<file path="src/rtl/video_timing_ctrl_if.sv">
// Mode-configuration bus for video_timing_ctrl.
//   master: offers a mode (cfg_valid + timing fields), sees cfg_ready / cfg_err.
//   slave : the timing controller.
// Optional feature macro: VIDEO_TIMING_SYNC_POL_EN adds cfg_hpol / cfg_vpol.
interface video_timing_ctrl_if #(
  parameter int unsigned H_WIDTH    = 12,
  parameter int unsigned V_WIDTH    = 11,
  parameter int unsigned FREQ_WIDTH = 8
);
  logic                  cfg_valid;
  logic                  cfg_ready;
  logic [FREQ_WIDTH-1:0] cfg_freq;
  logic [H_WIDTH-1:0]    cfg_h_active;
  logic [H_WIDTH-1:0]    cfg_h_front;
  logic [H_WIDTH-1:0]    cfg_h_sync;
  logic [H_WIDTH-1:0]    cfg_h_back;
  logic [V_WIDTH-1:0]    cfg_v_active;
  logic [V_WIDTH-1:0]    cfg_v_front;
  logic [V_WIDTH-1:0]    cfg_v_sync;
  logic [V_WIDTH-1:0]    cfg_v_back;
  logic                  cfg_err;
`ifdef VIDEO_TIMING_SYNC_POL_EN
  logic                  cfg_hpol;
  logic                  cfg_vpol;

  modport master (
    output cfg_valid, cfg_freq, cfg_h_active, cfg_h_front, cfg_h_sync, cfg_h_back,
    output cfg_v_active, cfg_v_front, cfg_v_sync, cfg_v_back, cfg_hpol, cfg_vpol,
    input  cfg_ready, cfg_err
  );

  modport slave (
    input  cfg_valid, cfg_freq, cfg_h_active, cfg_h_front, cfg_h_sync, cfg_h_back,
    input  cfg_v_active, cfg_v_front, cfg_v_sync, cfg_v_back, cfg_hpol, cfg_vpol,
    output cfg_ready, cfg_err
  );
`else
  modport master (
    output cfg_valid, cfg_freq, cfg_h_active, cfg_h_front, cfg_h_sync, cfg_h_back,
    output cfg_v_active, cfg_v_front, cfg_v_sync, cfg_v_back,
    input  cfg_ready, cfg_err
  );

  modport slave (
    input  cfg_valid, cfg_freq, cfg_h_active, cfg_h_front, cfg_h_sync, cfg_h_back,
    input  cfg_v_active, cfg_v_front, cfg_v_sync, cfg_v_back,
    output cfg_ready, cfg_err
  );
`endif
endinterface

</file>
<file path="src/rtl/video_timing_ctrl.sv">
// Video timing sequencer for the fractional pixel-clock-enable generator.
// Accepts a mode over the cfg bus into a shadow register, applies it at a frame
// boundary (or immediately from idle), drives the rate word to the enable
// generator and, on every returned pixel enable, emits registered sync / de /
// coordinates for the current counter position.
//
// Ports:
//   clk, rst_ni   clock, asynchronous active-low reset
//   cfg           video_timing_ctrl_if.slave: mode offer, cfg_ready, cfg_err
//   pix_en        pixel enable from the enable generator
//   freq          rate word to the enable generator (0 while idle)
//   hsync, vsync  registered syncs
//   de            registered data enable
//   x, y          position of the current pixel
//   frame_start   one-cycle pulse with pixel (0,0)
//   pix_stb       one-cycle pulse whenever outputs were updated for a pixel
//
// Optional feature macro: VIDEO_TIMING_SYNC_POL_EN (per-mode sync polarity).
module video_timing_ctrl #(
  parameter int unsigned H_WIDTH    = 12,
  parameter int unsigned V_WIDTH    = 11,
  parameter int unsigned FREQ_WIDTH = 8
) (
  input  logic                  clk,
  input  logic                  rst_ni,
  video_timing_ctrl_if.slave    cfg,
  input  logic                  pix_en,
  output logic [FREQ_WIDTH-1:0] freq,
  output logic                  hsync,
  output logic                  vsync,
  output logic                  de,
  output logic [H_WIDTH-1:0]    x,
  output logic [V_WIDTH-1:0]    y,
  output logic                  frame_start,
  output logic                  pix_stb
);

  localparam logic [0:0] StIdle = 1'b0;
  localparam logic [0:0] StRun  = 1'b1;

  localparam logic [H_WIDTH-1:0] HOne = H_WIDTH'(1);
  localparam logic [V_WIDTH-1:0] VOne = V_WIDTH'(1);

  // Mode held in decoded form: segment boundaries are precomputed on accept so
  // the pixel path only compares.
  typedef struct packed {
    logic [FREQ_WIDTH-1:0] freq;
    logic [H_WIDTH-1:0]    h_active;
    logic [H_WIDTH-1:0]    h_sync_start;
    logic [H_WIDTH-1:0]    h_sync_end;
    logic [H_WIDTH-1:0]    h_last;
    logic [V_WIDTH-1:0]    v_active;
    logic [V_WIDTH-1:0]    v_sync_start;
    logic [V_WIDTH-1:0]    v_sync_end;
    logic [V_WIDTH-1:0]    v_last;
`ifdef VIDEO_TIMING_SYNC_POL_EN
    logic                  hpol;
    logic                  vpol;
`endif
  } mode_t;

  logic [0:0]         state_q, state_d;
  logic               pending_q, pending_d;
  mode_t              shadow_q, shadow_d;
  mode_t              active_q, active_d;
  mode_t              cfg_mode;
  logic [H_WIDTH-1:0] h_q, h_d;
  logic [V_WIDTH-1:0] v_q, v_d;
  logic               hsync_q, hsync_d;
  logic               vsync_q, vsync_d;
  logic               de_q, de_d;
  logic [H_WIDTH-1:0] x_q, x_d;
  logic [V_WIDTH-1:0] y_q, y_d;
  logic               fs_q, fs_d;
  logic               stb_q, stb_d;
  logic               err_q, err_d;

  // Sums are two bits wider than the fields so an overflowing total is visible.
  logic [H_WIDTH+1:0] h_ss, h_se, h_tot;
  logic [V_WIDTH+1:0] v_ss, v_se, v_tot;
  logic               cfg_ok;
  logic               xfer;
  logic               emit;
  logic               at_h_end, at_v_end;
  logic               apply;
  logic               hs_act, vs_act;

  // Offered mode: decode and validate.
  always_comb begin
    h_ss  = {2'b00, cfg.cfg_h_active} + {2'b00, cfg.cfg_h_front};
    h_se  = h_ss + {2'b00, cfg.cfg_h_sync};
    h_tot = h_se + {2'b00, cfg.cfg_h_back};
    v_ss  = {2'b00, cfg.cfg_v_active} + {2'b00, cfg.cfg_v_front};
    v_se  = v_ss + {2'b00, cfg.cfg_v_sync};
    v_tot = v_se + {2'b00, cfg.cfg_v_back};

    cfg_ok = (|cfg.cfg_h_active) & (|cfg.cfg_h_sync) & (|cfg.cfg_v_active) &
             (|cfg.cfg_v_sync) & (|cfg.cfg_freq) &
             ~(|{h_ss[H_WIDTH+1:H_WIDTH], h_se[H_WIDTH+1:H_WIDTH], h_tot[H_WIDTH+1:H_WIDTH]}) &
             ~(|{v_ss[V_WIDTH+1:V_WIDTH], v_se[V_WIDTH+1:V_WIDTH], v_tot[V_WIDTH+1:V_WIDTH]});

    cfg_mode              = '0;
    cfg_mode.freq         = cfg.cfg_freq;
    cfg_mode.h_active     = cfg.cfg_h_active;
    cfg_mode.h_sync_start = h_ss[H_WIDTH-1:0];
    cfg_mode.h_sync_end   = h_se[H_WIDTH-1:0];
    cfg_mode.h_last       = h_tot[H_WIDTH-1:0] - HOne;
    cfg_mode.v_active     = cfg.cfg_v_active;
    cfg_mode.v_sync_start = v_ss[V_WIDTH-1:0];
    cfg_mode.v_sync_end   = v_se[V_WIDTH-1:0];
    cfg_mode.v_last       = v_tot[V_WIDTH-1:0] - VOne;
`ifdef VIDEO_TIMING_SYNC_POL_EN
    cfg_mode.hpol         = cfg.cfg_hpol;
    cfg_mode.vpol         = cfg.cfg_vpol;
`endif
  end

  assign cfg.cfg_ready = ~pending_q;
  assign cfg.cfg_err   = err_q;

  // Sequencing and pixel emission.
  always_comb begin
    xfer     = cfg.cfg_valid & ~pending_q;
    emit     = (state_q == StRun) & pix_en;
    at_h_end = (h_q == active_q.h_last);
    at_v_end = (v_q == active_q.v_last);
    // pending_q is the pre-handshake value, so a mode accepted on the
    // frame-end cycle waits a full frame.
    apply    = (state_q == StIdle) ? pending_q : (emit & pending_q & at_h_end & at_v_end);

    state_d   = apply ? StRun : state_q;
    pending_d = pending_q;
    shadow_d  = shadow_q;
    // xfer needs pending_q == 0 and apply needs pending_q == 1: never both.
    if (apply) begin
      pending_d = 1'b0;
    end else if (xfer && cfg_ok) begin
      pending_d = 1'b1;
      shadow_d  = cfg_mode;
    end
    active_d = apply ? shadow_q : active_q;
    err_d    = xfer & ~cfg_ok;

    h_d = h_q;
    v_d = v_q;
    if (apply) begin
      h_d = '0;
      v_d = '0;
    end else if (emit) begin
      if (at_h_end) begin
        h_d = '0;
        v_d = at_v_end ? '0 : v_q + VOne;
      end else begin
        h_d = h_q + HOne;
      end
    end

    hs_act = (h_q >= active_q.h_sync_start) && (h_q < active_q.h_sync_end);
    vs_act = (v_q >= active_q.v_sync_start) && (v_q < active_q.v_sync_end);

    hsync_d = hsync_q;
    vsync_d = vsync_q;
    de_d    = de_q;
    x_d     = x_q;
    y_d     = y_q;
    fs_d    = 1'b0;
    stb_d   = emit;
    if (emit) begin
`ifdef VIDEO_TIMING_SYNC_POL_EN
      hsync_d = hs_act ~^ active_q.hpol;
      vsync_d = vs_act ~^ active_q.vpol;
`else
      hsync_d = hs_act;
      vsync_d = vs_act;
`endif
      de_d    = (h_q < active_q.h_active) && (v_q < active_q.v_active);
      x_d     = h_q;
      y_d     = v_q;
      fs_d    = (h_q == '0) && (v_q == '0);
    end
  end

  always_ff @(posedge clk or negedge rst_ni) begin
    if (!rst_ni) begin
      state_q   <= StIdle;
      pending_q <= 1'b0;
      shadow_q  <= '0;
      active_q  <= '0;
      h_q       <= '0;
      v_q       <= '0;
      hsync_q   <= 1'b0;
      vsync_q   <= 1'b0;
      de_q      <= 1'b0;
      x_q       <= '0;
      y_q       <= '0;
      fs_q      <= 1'b0;
      stb_q     <= 1'b0;
      err_q     <= 1'b0;
    end else begin
      state_q   <= state_d;
      pending_q <= pending_d;
      shadow_q  <= shadow_d;
      active_q  <= active_d;
      h_q       <= h_d;
      v_q       <= v_d;
      hsync_q   <= hsync_d;
      vsync_q   <= vsync_d;
      de_q      <= de_d;
      x_q       <= x_d;
      y_q       <= y_d;
      fs_q      <= fs_d;
      stb_q     <= stb_d;
      err_q     <= err_d;
    end
  end

  // active_q resets to zero, so freq is 0 until the first mode applies.
  assign freq        = active_q.freq;
  assign hsync       = hsync_q;
  assign vsync       = vsync_q;
  assign de          = de_q;
  assign x           = x_q;
  assign y           = y_q;
  assign frame_start = fs_q;
  assign pix_stb     = stb_q;

endmodule
</file>
<file path="src/flat_wrapper.sv">
// flat-port wrapper written by rule: the top's interface ports become plain ports
module video_timing_ctrl_flat 
#(
  parameter int unsigned H_WIDTH    = 12,
  parameter int unsigned V_WIDTH    = 11,
  parameter int unsigned FREQ_WIDTH = 8
)
  (clk, rst_ni, pix_en, freq, hsync, vsync, de, x, y, frame_start, pix_stb, cfg_cfg_valid, cfg_cfg_freq, cfg_cfg_h_active, cfg_cfg_h_front, cfg_cfg_h_sync, cfg_cfg_h_back, cfg_cfg_v_active, cfg_cfg_v_front, cfg_cfg_v_sync, cfg_cfg_v_back, cfg_cfg_ready, cfg_cfg_err);
  video_timing_ctrl_if #(.H_WIDTH(H_WIDTH), .V_WIDTH(V_WIDTH), .FREQ_WIDTH(FREQ_WIDTH)) cfg_i ();
  input  logic clk;
  input  logic rst_ni;
  input  logic pix_en;
  output logic [FREQ_WIDTH-1:0] freq;
  output logic hsync;
  output logic vsync;
  output logic de;
  output logic [H_WIDTH-1:0] x;
  output logic [V_WIDTH-1:0] y;
  output logic frame_start;
  output logic pix_stb;
  input wire logic [$bits(cfg_i.cfg_valid)-1:0] cfg_cfg_valid;
  input wire logic [$bits(cfg_i.cfg_freq)-1:0] cfg_cfg_freq;
  input wire logic [$bits(cfg_i.cfg_h_active)-1:0] cfg_cfg_h_active;
  input wire logic [$bits(cfg_i.cfg_h_front)-1:0] cfg_cfg_h_front;
  input wire logic [$bits(cfg_i.cfg_h_sync)-1:0] cfg_cfg_h_sync;
  input wire logic [$bits(cfg_i.cfg_h_back)-1:0] cfg_cfg_h_back;
  input wire logic [$bits(cfg_i.cfg_v_active)-1:0] cfg_cfg_v_active;
  input wire logic [$bits(cfg_i.cfg_v_front)-1:0] cfg_cfg_v_front;
  input wire logic [$bits(cfg_i.cfg_v_sync)-1:0] cfg_cfg_v_sync;
  input wire logic [$bits(cfg_i.cfg_v_back)-1:0] cfg_cfg_v_back;
  output wire logic [$bits(cfg_i.cfg_ready)-1:0] cfg_cfg_ready;
  output wire logic [$bits(cfg_i.cfg_err)-1:0] cfg_cfg_err;
  assign cfg_i.cfg_valid = cfg_cfg_valid;
  assign cfg_i.cfg_freq = cfg_cfg_freq;
  assign cfg_i.cfg_h_active = cfg_cfg_h_active;
  assign cfg_i.cfg_h_front = cfg_cfg_h_front;
  assign cfg_i.cfg_h_sync = cfg_cfg_h_sync;
  assign cfg_i.cfg_h_back = cfg_cfg_h_back;
  assign cfg_i.cfg_v_active = cfg_cfg_v_active;
  assign cfg_i.cfg_v_front = cfg_cfg_v_front;
  assign cfg_i.cfg_v_sync = cfg_cfg_v_sync;
  assign cfg_i.cfg_v_back = cfg_cfg_v_back;
  assign cfg_cfg_ready = cfg_i.cfg_ready;
  assign cfg_cfg_err = cfg_i.cfg_err;
  video_timing_ctrl #(.H_WIDTH(H_WIDTH), .V_WIDTH(V_WIDTH), .FREQ_WIDTH(FREQ_WIDTH)) u_core (.clk(clk), .rst_ni(rst_ni), .cfg(cfg_i), .pix_en(pix_en), .freq(freq), .hsync(hsync), .vsync(vsync), .de(de), .x(x), .y(y), .frame_start(frame_start), .pix_stb(pix_stb));
endmodule
</file>
<file path="config.mk">
export PLATFORM = sky130hd
export DESIGN_NAME = video_timing_ctrl_flat
export DESIGN_NICKNAME = d
export VERILOG_FILES = /design/src/rtl/video_timing_ctrl_if.sv /design/src/rtl/video_timing_ctrl.sv /design/src/flat_wrapper.sv
export SDC_FILE = /design/constraint.sdc
export NUM_CORES = 1
export LEC_CHECK = 0
export BUFFER_PORTS_ARGS = -buffer_cell sky130_fd_sc_hd__buf_2
export CAP_MARGIN = 20
export CORE_UTILIZATION = 61
export CTS_CLUSTER_SIZE = 16
export DETAILED_ROUTE_END_ITERATION = 16
export PLACE_DENSITY = 0.82
export SETUP_SLACK_MARGIN = 0.2
export SLEW_MARGIN = 20
export SYNTH_ARGS = -nofsm -noshare
export SYNTH_HDL_FRONTEND = slang
export SYNTH_SLANG_ARGS = --single-unit
</file>
<file path="constraint.sdc">
create_clock -name clk -period 3.8 [get_ports clk]
set_input_delay 0.57 -clock clk [delete_from_list [all_inputs] [get_ports clk]]
set_output_delay 0.57 -clock clk [all_outputs]
set_load 0.05 [all_outputs]
</file>
---- After elaboration in Yosys (flattened, before gate mapping) ----
Index checks and enable logic that the tools add are counted.
word-level totals
  bits in registers ....................... 254
  input bits .............................. 104
  output and inout bits ................... 38
  word-level logic and storage cells ...... 95
operators by class
  $add $sub $neg .......................... 10
  order comparisons ....................... 6
  eq/ne operators ......................... 2
  mux-type cells .......................... 11
  bitwise gates (word level) .............. 17
  reductions and logical operators ........ 19
operators by type and width
  cell                     count
  $mux W11                 4
  $mux W12                 3
  $add A14 B12 Y14         2
  $add A13 B11 Y13         2
  $lt A12 B12 Y1           2
  $reduce_or A12 Y1        2
  $lt A11 B11 Y1           2
  $reduce_or A11 Y1        2
  $add A12 B12 Y13         1
  $add A11 B11 Y12         1
  $add A12 B1 Y12 const B  1
  $and A1 B1 Y1            12
  $eq A12 B12 Y1           1
  $ge A12 B12 Y1           1
  $logic_not A12 Y1        1
  $reduce_or A6 Y1         2
  $sub A12 B1 Y12 const B  1
  $add A11 B1 Y11 const B  1
  $eq A11 B11 Y1           1
  $ge A11 B11 Y1           1
  $logic_not A11 Y1        1
  $sub A11 B1 Y11 const B  1
  $reduce_or A8 Y1         1
  $reduce_bool A2 Y1       3
  other kinds (4)          16

---- Logic depth before layout (Yosys ltp) ----
Gate-level depths: netlist of the first run.
  word-level depth ........................ 10
  depth in mapped cells ................... 27
  gate-level depth less buffers ........... 25

---- Worst setup path after synthesis of the first run ----
Ideal clock, no wire load.
  path kind ............................... in2reg
  start ................................... input cfg_cfg_v_front[0]
  end ..................................... register u_core.shadow_q[0] (netlist bit)
  setup time .............................. 0.125 ns
  data arrival time ....................... 5.547 ns
  data required time ...................... 3.675 ns
  setup slack ............................. -1.872 ns
  cell stages on the path ................. 25
  buffers on the path ..................... 2
  path through ............................ ha_1 -> inv_1 -> fa_1 -> nor2b_1 -> o21ai_0 -> a21boi_0 -> o21ai_0 -> a211o_1 -> or4b_2 -> o211ai_1 -> ha_1 -> inv_1 -> nor4_1 -> a2111oi_0 -> o211ai_1 -> ha_1 -> or4_1 -> a2111oi_0 -> nand4_1 -> nor4_1 -> nand4_1 -> nand3b_4 -> buf_6 -> buf_6 -> mux2_4
RTL lines
  what                    line                      text
  start: declaration      flat_wrapper.sv:28        input wire logic [$bits(cfg_i.cfg_v_front)-1:0] cfg_cfg_v_front;
  end signal: assignment  video_timing_ctrl.sv:202  shadow_q <= shadow_d;
  end: declaration        video_timing_ctrl.sv:64   mode_t shadow_q, shadow_d;

==> metrics.csv, run 1 <==
stage,metric,value,unit
finish,final_common_cell,buf_4,
sta,report.final.hold_viol_count,0,
finish,filler_cell_count,1292,
synthesis,yosysSeqAreaShare,41.4,%
place,port_buffers,141,
sta,worst_clock_skew,0.0173,ns
synthesis,post_synth.cell_area_avg,11.3,µm²
detailed_routing,drt-vias-per-instance,6.44,
worst_setup_path,setup.reg_to_reg.worst_slack,0.51,ns
synthesis,synth_ff_type,dfrtp_1,
worst_setup_path,critPathCapture,u_core.shadow_q[18],
synthesis,count_of_flip_flops_with_a_built_in_enable_after_synthesis,0,
worst_setup_path,reg2reg_depth,6,
clocking,ctsHoldBuffers,0,
detailed_routing,via_count,13500,
clocking,cts.sink_count,254,
global_routing,maximum_number_of_pins_on_one_net_before_global_route_repair,121,
clocking,cts_max_level,1,
die,start_util,62.6,%
power_and_ir_drop,leakagePower,10.1,nW
detailed_routing,detail_route.first_pass.iterations,6,
place,gpl_wtd_cong,0.936,
detailed_routing,final_antenna_net_count,0,
run_status,status,"finished, violations left",
die,ioPinCount,142,
die,floorplan.die.height,161,µm
sta,timing.final.setup_violations,102,
clocking,clk-insertion-delay-late,0.53,ns
die,floorplan.core_area,24500,µm²
finish,area.growth.synth_to_final,27.0,%
global_routing,globalRouteOverflowTotal,0,
die,design.die.area,25800,µm²
power_and_ir_drop,cellPowerDensity,696,nW/µm²
worst_setup_path,critical_path_class,in -> reg,
detailed_routing,detail_route.drc_violations,0,
job,max_cap_violations,0,
worst_setup_path,worst_ep_arrival_time,5.82,ns
global_routing,global_route.usage.total,38.8,%
clocking,maximum_buffer_depth_of_the_clock_tree,3,
power_and_ir_drop,max-vdd-ir-drop,484,µV
detailed_routing,first_iter_violations,1477,
detailed_routing,post_drt_wl_per_cell,24.8,µm
sta,setup-tns-final,-155.52,ns
finish,post-route-cell-area,19500,µm²
clocking,clock_tree_from_tritoncts,yes,
finish,mostFrequentLayoutCells,"256 x buf_4, 254 x dfrtp_1, 138 x buf_2, 137 x ha_1, 110 x inv_1",
hold_path,hold_class,in -> async,
sta,final_critical_path_time_including_i_o_delays_and_setup,5.41,ns
sta,finalCritPeriodShare,142,%
worst_setup_path,regToRegEndpoint,u_core.active_q[49],
sta,slew_headroom,34.6,%
worst_setup_path,cp_max_fo,5,
synthesis,synth_cell_types,71,
clocking,number_of_cts_inserted_buffers,24,
finish,nets,2006,
global_routing,grt_first_pass_wirelength,77.2,mm
synthesis,synth_nets,1615,
finish,drive_gt1_share,38.5,%
clocking,clkSlewWorstSetupHoldPaths,0.07,ns
sta,final_critical_path_setup_slack,-1.61,ns
place,dp_hpwl,30.7,mm
die,horizontal_extent_of_the_die,161,µm
synthesis,synth_area,15400,µm²
worst_setup_path,worstSetupEndpointType,register,
worst_setup_path,cp-startpoint,cfg_cfg_v_active[2],
worst_setup_path,cp-start-kind,input port,
sta,worstMarginPinSlew,0.956,ns
finish,final_core_util,79.5,%
finish,final-instance-count-excl-fill,2098,
synthesis,synth.ff_latch_count,254,
global_routing,antenna_violations_before_repair,2,
detailed_routing,finalWirelength,51.9,mm
synthesis,synthesis.yosys.warnings,0,
place,numPlacedInstances,2033,
sta,slew_viol_final,0,
global_routing,number_of_global_route_vias_before_repair,13900,
place,area_post_placement,18200,µm²
die,floorplan.rows,57,
sta,unrepaired_setup_endpoints_after_global_routing,yes,
clocking,clk_root_buffer_cell,clkbuf_16,
worst_setup_path,worst_r2r_startpoint,u_core.h_q[8],
power_and_ir_drop,report.power.total,13.6,mW
sta,max_clock_freq,0.185,GHz
worst_setup_path,critical_path_required,4.21,ns
synthesis,number_of_instances_in_the_synthesized_netlist,1364,
run_status,failing_checks,setup timing,
synthesis,synth-async-reset-ratio,100,%
## cell usage after synthesis (17+ instances only)
cell	instances	area [µm²]
dfrtp_1	254	6360
ha_1	141	1760
inv_1	112	420
mux2_2	103	1160
mux2_4	84	1260
nor2_1	76	285
xnor2_1	61	534
nand2_1	56	210
o21ai_0	51	255
a21oi_1	44	220
xor2_1	41	359
nor3_1	29	145
nor4_1	25	156
clkbuf_1	23	86.3
a21o_1	21	158
o21a_1	20	150
mux2_1	19	214
nand4_1	18	113
nand3_1	17	85.1
## registers in the layout, summed over array words and instances (netlist names), 8 cells and up
name             flops
u_core.v_q          11
u_core.y            11
u_core.h_q          12
u_core.shadow_q    100
u_core.active_q     92
u_core.x            12
u_core.freq          8
## power by group
| part | internal [mW] | switching, mW | leakage (nW) | total [mW] |
|---|---|---|---|---|
| registers | 3.53 | 0.884 | 3.34 | 4.41 |
| logic | 3.27 | 3.24 | 6.34 | 6.51 |
| clock network | 1.57 | 1.09 | 0.425 | 2.66 |
| total | 8.37 | 5.22 | 10.1 | 13.6 |
## cell type report
| cell class | count | area [µm²] | area share [%] |
|---|---|---|---|
| timing repair buffer | 410 | 2950 | 15.1 |
| inverter | 112 | 420 | 2.15 |
| tap | 324 | 405 | 2.08 |
| clock buffer | 34 | 709 | 3.64 |
| clock inverter | 10 | 153 | 0.782 |
| multi-input combinational | 953 | 8520 | 43.7 |
| antenna | 1 | 2.50 | 0.0128 |
| sequential | 254 | 6360 | 32.6 |
## logic make-up (layout without fill, tap and decap cells)
group / Yosys count / after routing / synth area share, %
AND/OR/NAND/NOR: 282 / 282 / 9.30
flip-flops: 254 / 254 / 41.4
AO/OA/AOI/OAI: 211 / 211 / 9.22
multiplexers: 211 / 211 / 17.5
buffers and inverters: 157 / 566 / 4.54
adder cells (fa/ha/maj): 147 / 147 / 12.3
XOR/XNOR: 102 / 102 / 5.82
other: 0 / 1 / 0
## critical path, stage by stage
cell       delay (ns)
buf_2            0.12
ha_1             0.32
buf_4            0.16
o21ai_0          0.12
o21ai_0          0.38
and3_1           0.30
o21a_1           0.16
nor2_1           0.06
xnor2_1          0.30
ha_1             0.32
and3_4           0.18
a2111oi_4        0.31
o211ai_1         0.17
ha_2             0.21
or4_4            0.42
a2111oi_4        0.20
nand4_1          0.16
nor4_2           0.16
nand4_1          0.16
nand3b_4         0.25
buf_8            0.20
bufbuf_16        0.27
mux2_4           0.30
## worst min-delay path by stage
stage	startpoint	endpoint	depth (start not counted)
5_1_grt	rst_ni	u_core.active_q[33]	1
3_5_place_dp	u_core.x[1]	u_core.x[1]	2
6_report	rst_ni	u_core.active_q[33]	1
2_1_floorplan	rst_ni	u_core.active_q[0]	0
3_3_place_gp	u_core.y[9]	u_core.y[9]	2
4_1_cts	rst_ni	u_core.active_q[35]	1
## routing by layer
layer	part of all wire, %	GRT usage [%]	vias up
li1	-	-	5626
met1	37	48.5	6517
met2	46	63.7	1044
met3	10	7.44	332
met4	7.3	21.0	2
met5	0.019	0	-
## metrics by stage
| step | setup WS, ns | hold slack [ns] |
|---|---|---|
| after floorplan | -1.59 | 0.274 |
| after global routing | -1.82 | 0.217 |
| after detailed placement | -2.12 | 0.479 |
| after CTS | -1.36 | 0.188 |
| final | -1.61 | 0.116 |
| after global placement | -1.94 | 0.458 |
## repair_timing
| action | in CTS | in global routing |
|---|---|---|
| endpoints found under the setup margin | 102 | 102 |
| pin swaps | 11 | 5 |
| cloned | 5 | 0 |
| gates resized for setup | 26 | 16 |
| setup buffers | 12 | 3 |
Power figures use the tool's default switching activity.
==> run 2: changes to the inputs <==
--- a/config.mk
+++ b/config.mk
@@ -11,6 +11,7 @@
 export CTS_CLUSTER_SIZE = 16
 export DETAILED_ROUTE_END_ITERATION = 16
 export PLACE_DENSITY = 0.82
+export REMOVE_ABC_BUFFERS = 1
 export SETUP_SLACK_MARGIN = 0.2
 export SLEW_MARGIN = 20
 export SYNTH_ARGS = -nofsm -noshare
==> metrics.csv, run 2 (synthesis results as in run 1) <==
stage,metric,value,unit
die,floorplan.core_area,24500,µm²
finish,antenna_cells,0,
clocking,clk_root_buffer_cell,clkbuf_16,
global_routing,antenna_violations_before_repair,0,
clocking,cts.sink_count,254,
worst_setup_path,critPathCapture,u_core.shadow_q[21],
detailed_routing,detail_route.drc_violations,0,
detailed_routing,finalWirelength,47.6,mm
worst_setup_path,regToRegEndpoint,u_core.active_q[20],
clocking,clkSlewWorstSetupHoldPaths,0.07,ns
power_and_ir_drop,cellPowerDensity,685,nW/µm²
finish,final_common_cell,buf_4,
global_routing,globalRouteOverflowTotal,0,
finish,seq_area,6360,µm²
place,dp_hpwl,30.6,mm
worst_setup_path,reg2reg_depth,7,
finish,area.growth.synth_to_final,29.4,%
detailed_routing,detail_route.first_pass.iterations,5,
finish,largest_register_ff_count,100,
sta,timing.final.setup_violations,102,
clocking,cts_max_level,1,
hold_path,hold_class,in -> async,
power_and_ir_drop,report.power.total,13.6,mW
run_status,status,"finished, violations left",
sta,setup-tns-final,-167.88,ns
worst_setup_path,setup.reg_to_reg.worst_slack,0.63,ns
finish,top_regs,"u_core.shadow_q (100), u_core.active_q (92)",
power_and_ir_drop,leakagePower,10.3,nW
power_and_ir_drop,max-vdd-ir-drop,428,µV
finish,filler_cell_count,1303,
clocking,clk-insertion-delay-late,0.55,ns
clocking,clock_tree_from_tritoncts,yes,
detailed_routing,final_antenna_net_count,0,
die,horizontal_extent_of_the_die,161,µm
worst_setup_path,cp-start-kind,input port,
finish,drive_gt1_share,39.7,%
worst_setup_path,worst_r2r_startpoint,u_core.v_q[5],
clocking,number_of_cts_inserted_buffers,26,
sta,final_critical_path_time_including_i_o_delays_and_setup,5.48,ns
die,ioPinCount,142,
sta,worstMarginPinSlew,0.853,ns
sta,report.final.hold_viol_count,0,
sta,slew_headroom,41.7,%
place,numPlacedInstances,2035,
detailed_routing,drt-vias-per-instance,6.09,
worst_setup_path,worst_ep_arrival_time,5.91,ns
sta,hold_slack,0.0102,ns
finish,total_area_of_multi_input_combinational_cells,8530,µm²
sta,finalCritPeriodShare,144,%
sta,max_clock_freq,0.182,GHz
sta,slew_viol_final,0,
worst_setup_path,cp_max_fo,4,
die,start_util,62.6,%
finish,max_flop_register,u_core.shadow_q,
worst_setup_path,crit_path_top_delay_cell,fa_2,
clocking,ctsHoldBuffers,0,
worst_setup_path,timing.critical_path.mode_cell,buf_6,
job,max_cap_violations,0,
worst_setup_path,critical_path_class,in -> reg,
worst_setup_path,worstSetupEndpointType,register,
clocking,maximum_buffer_depth_of_the_clock_tree,3,
detailed_routing,first_iter_violations,1135,
finish,mostFrequentLayoutCells,"261 x buf_4, 254 x dfrtp_1, 138 x buf_2, 136 x ha_1, 110 x inv_1",
sta,worst_clock_skew,0.0148,ns
sta,unrepaired_setup_endpoints_after_global_routing,yes,
global_routing,grt_first_pass_wirelength,73.6,mm
place,gpl_wtd_cong,0.894,
detailed_routing,via_count,12900,
worst_setup_path,cp-startpoint,cfg_cfg_v_front[0],
worst_setup_path,critical_path_required,4.23,ns
die,design.die.area,25800,µm²
run_status,failing_checks,setup timing,
global_routing,number_of_global_route_vias_before_repair,13600,
place,port_buffers,141,
global_routing,global_route.usage.total,37.0,%
die,floorplan.rows,57,
finish,nets,2031,
detailed_routing,post_drt_wl_per_cell,22.4,µm
place,place_ws,-2.61,ns
worst_setup_path,max_stage_delay,0.35,ns
die,floorplan.die.height,161,µm
finish,final-instance-count-excl-fill,2124,
global_routing,maximum_number_of_pins_on_one_net_before_global_route_repair,89,
sta,final_critical_path_setup_slack,-1.68,ns
==> run 2: cell count changes in the layout (fill, tap and decap cells not counted), sizes merged <==
cell,change
buf,+24
clkbuf,+4
bufinv,-2
clkinvlp,+2
bufbuf,-1
diode,-1
==> run 2: layout make-up <==
type	instances	share of cell area, %
timing repair buffer	433	16.4
clock inverter	10	0.617
tap	324	2.04
clock buffer	38	3.90
inverter	112	2.11
multi-input combinational	953	42.9
sequential	254	32.0
==> run 2: per-stage QoR <==
stage | util [%] | cell area, µm²
floorplan | - | 15100
global placement | 74.0 | 18200
detailed placement | 74.0 | 18200
CTS | 80.6 | 19800
global route | 81.1 | 19900
finish | 81.1 | 19900
==> run 2: metal layers <==
layer / track usage, % / routed length [µm] / part of all wire, %
met2: 63.5 / 23100 / 48
met1: 44.2 / 18700 / 39
met3: 6.61 / 3110 / 6.5
met5: 0 / 0 / 0
met4: 20.2 / 2770 / 5.8
==> run 2: where the power goes <==
part           internal, mW  total, mW  switching (mW)  leakage [nW]
sequential             3.53       4.20           0.671          3.34
combinational          3.42       6.72            3.30          6.50
clock                  1.56       2.69            1.13         0.434
==> run 2: worst min-delay path by stage <==
stage                                      to  slack (ns)  cells after the start
after floorplan            u_core.active_q[0]        0.27                      0
after CTS                      u_core.freq[6]        0.07                      1
final                     u_core.shadow_q[30]        0.01                      1
after detailed placement          u_core.x[0]        0.47                      2
after global routing      u_core.shadow_q[30]        0.07                      1
after global placement            u_core.x[5]        0.46                      2
==> run 2: worst max-delay path: cells and delay by family <==
kind	cells	cell delay [ns]
muxes	1	0.26
and+or+nand+nor	3	0.43
AOI/OAI and AO/OA	7	1.31
buffers and inverters	22	2.50
adders and majority gates	3	0.84
==> run 2: what timing repair did <==
action / CTS / global route
cloned: 9 / 0
pin swaps: 17 / 19
endpoints found under the setup margin: 102 / 102
setup buffers: 29 / 3
resized for setup: 68 / 16
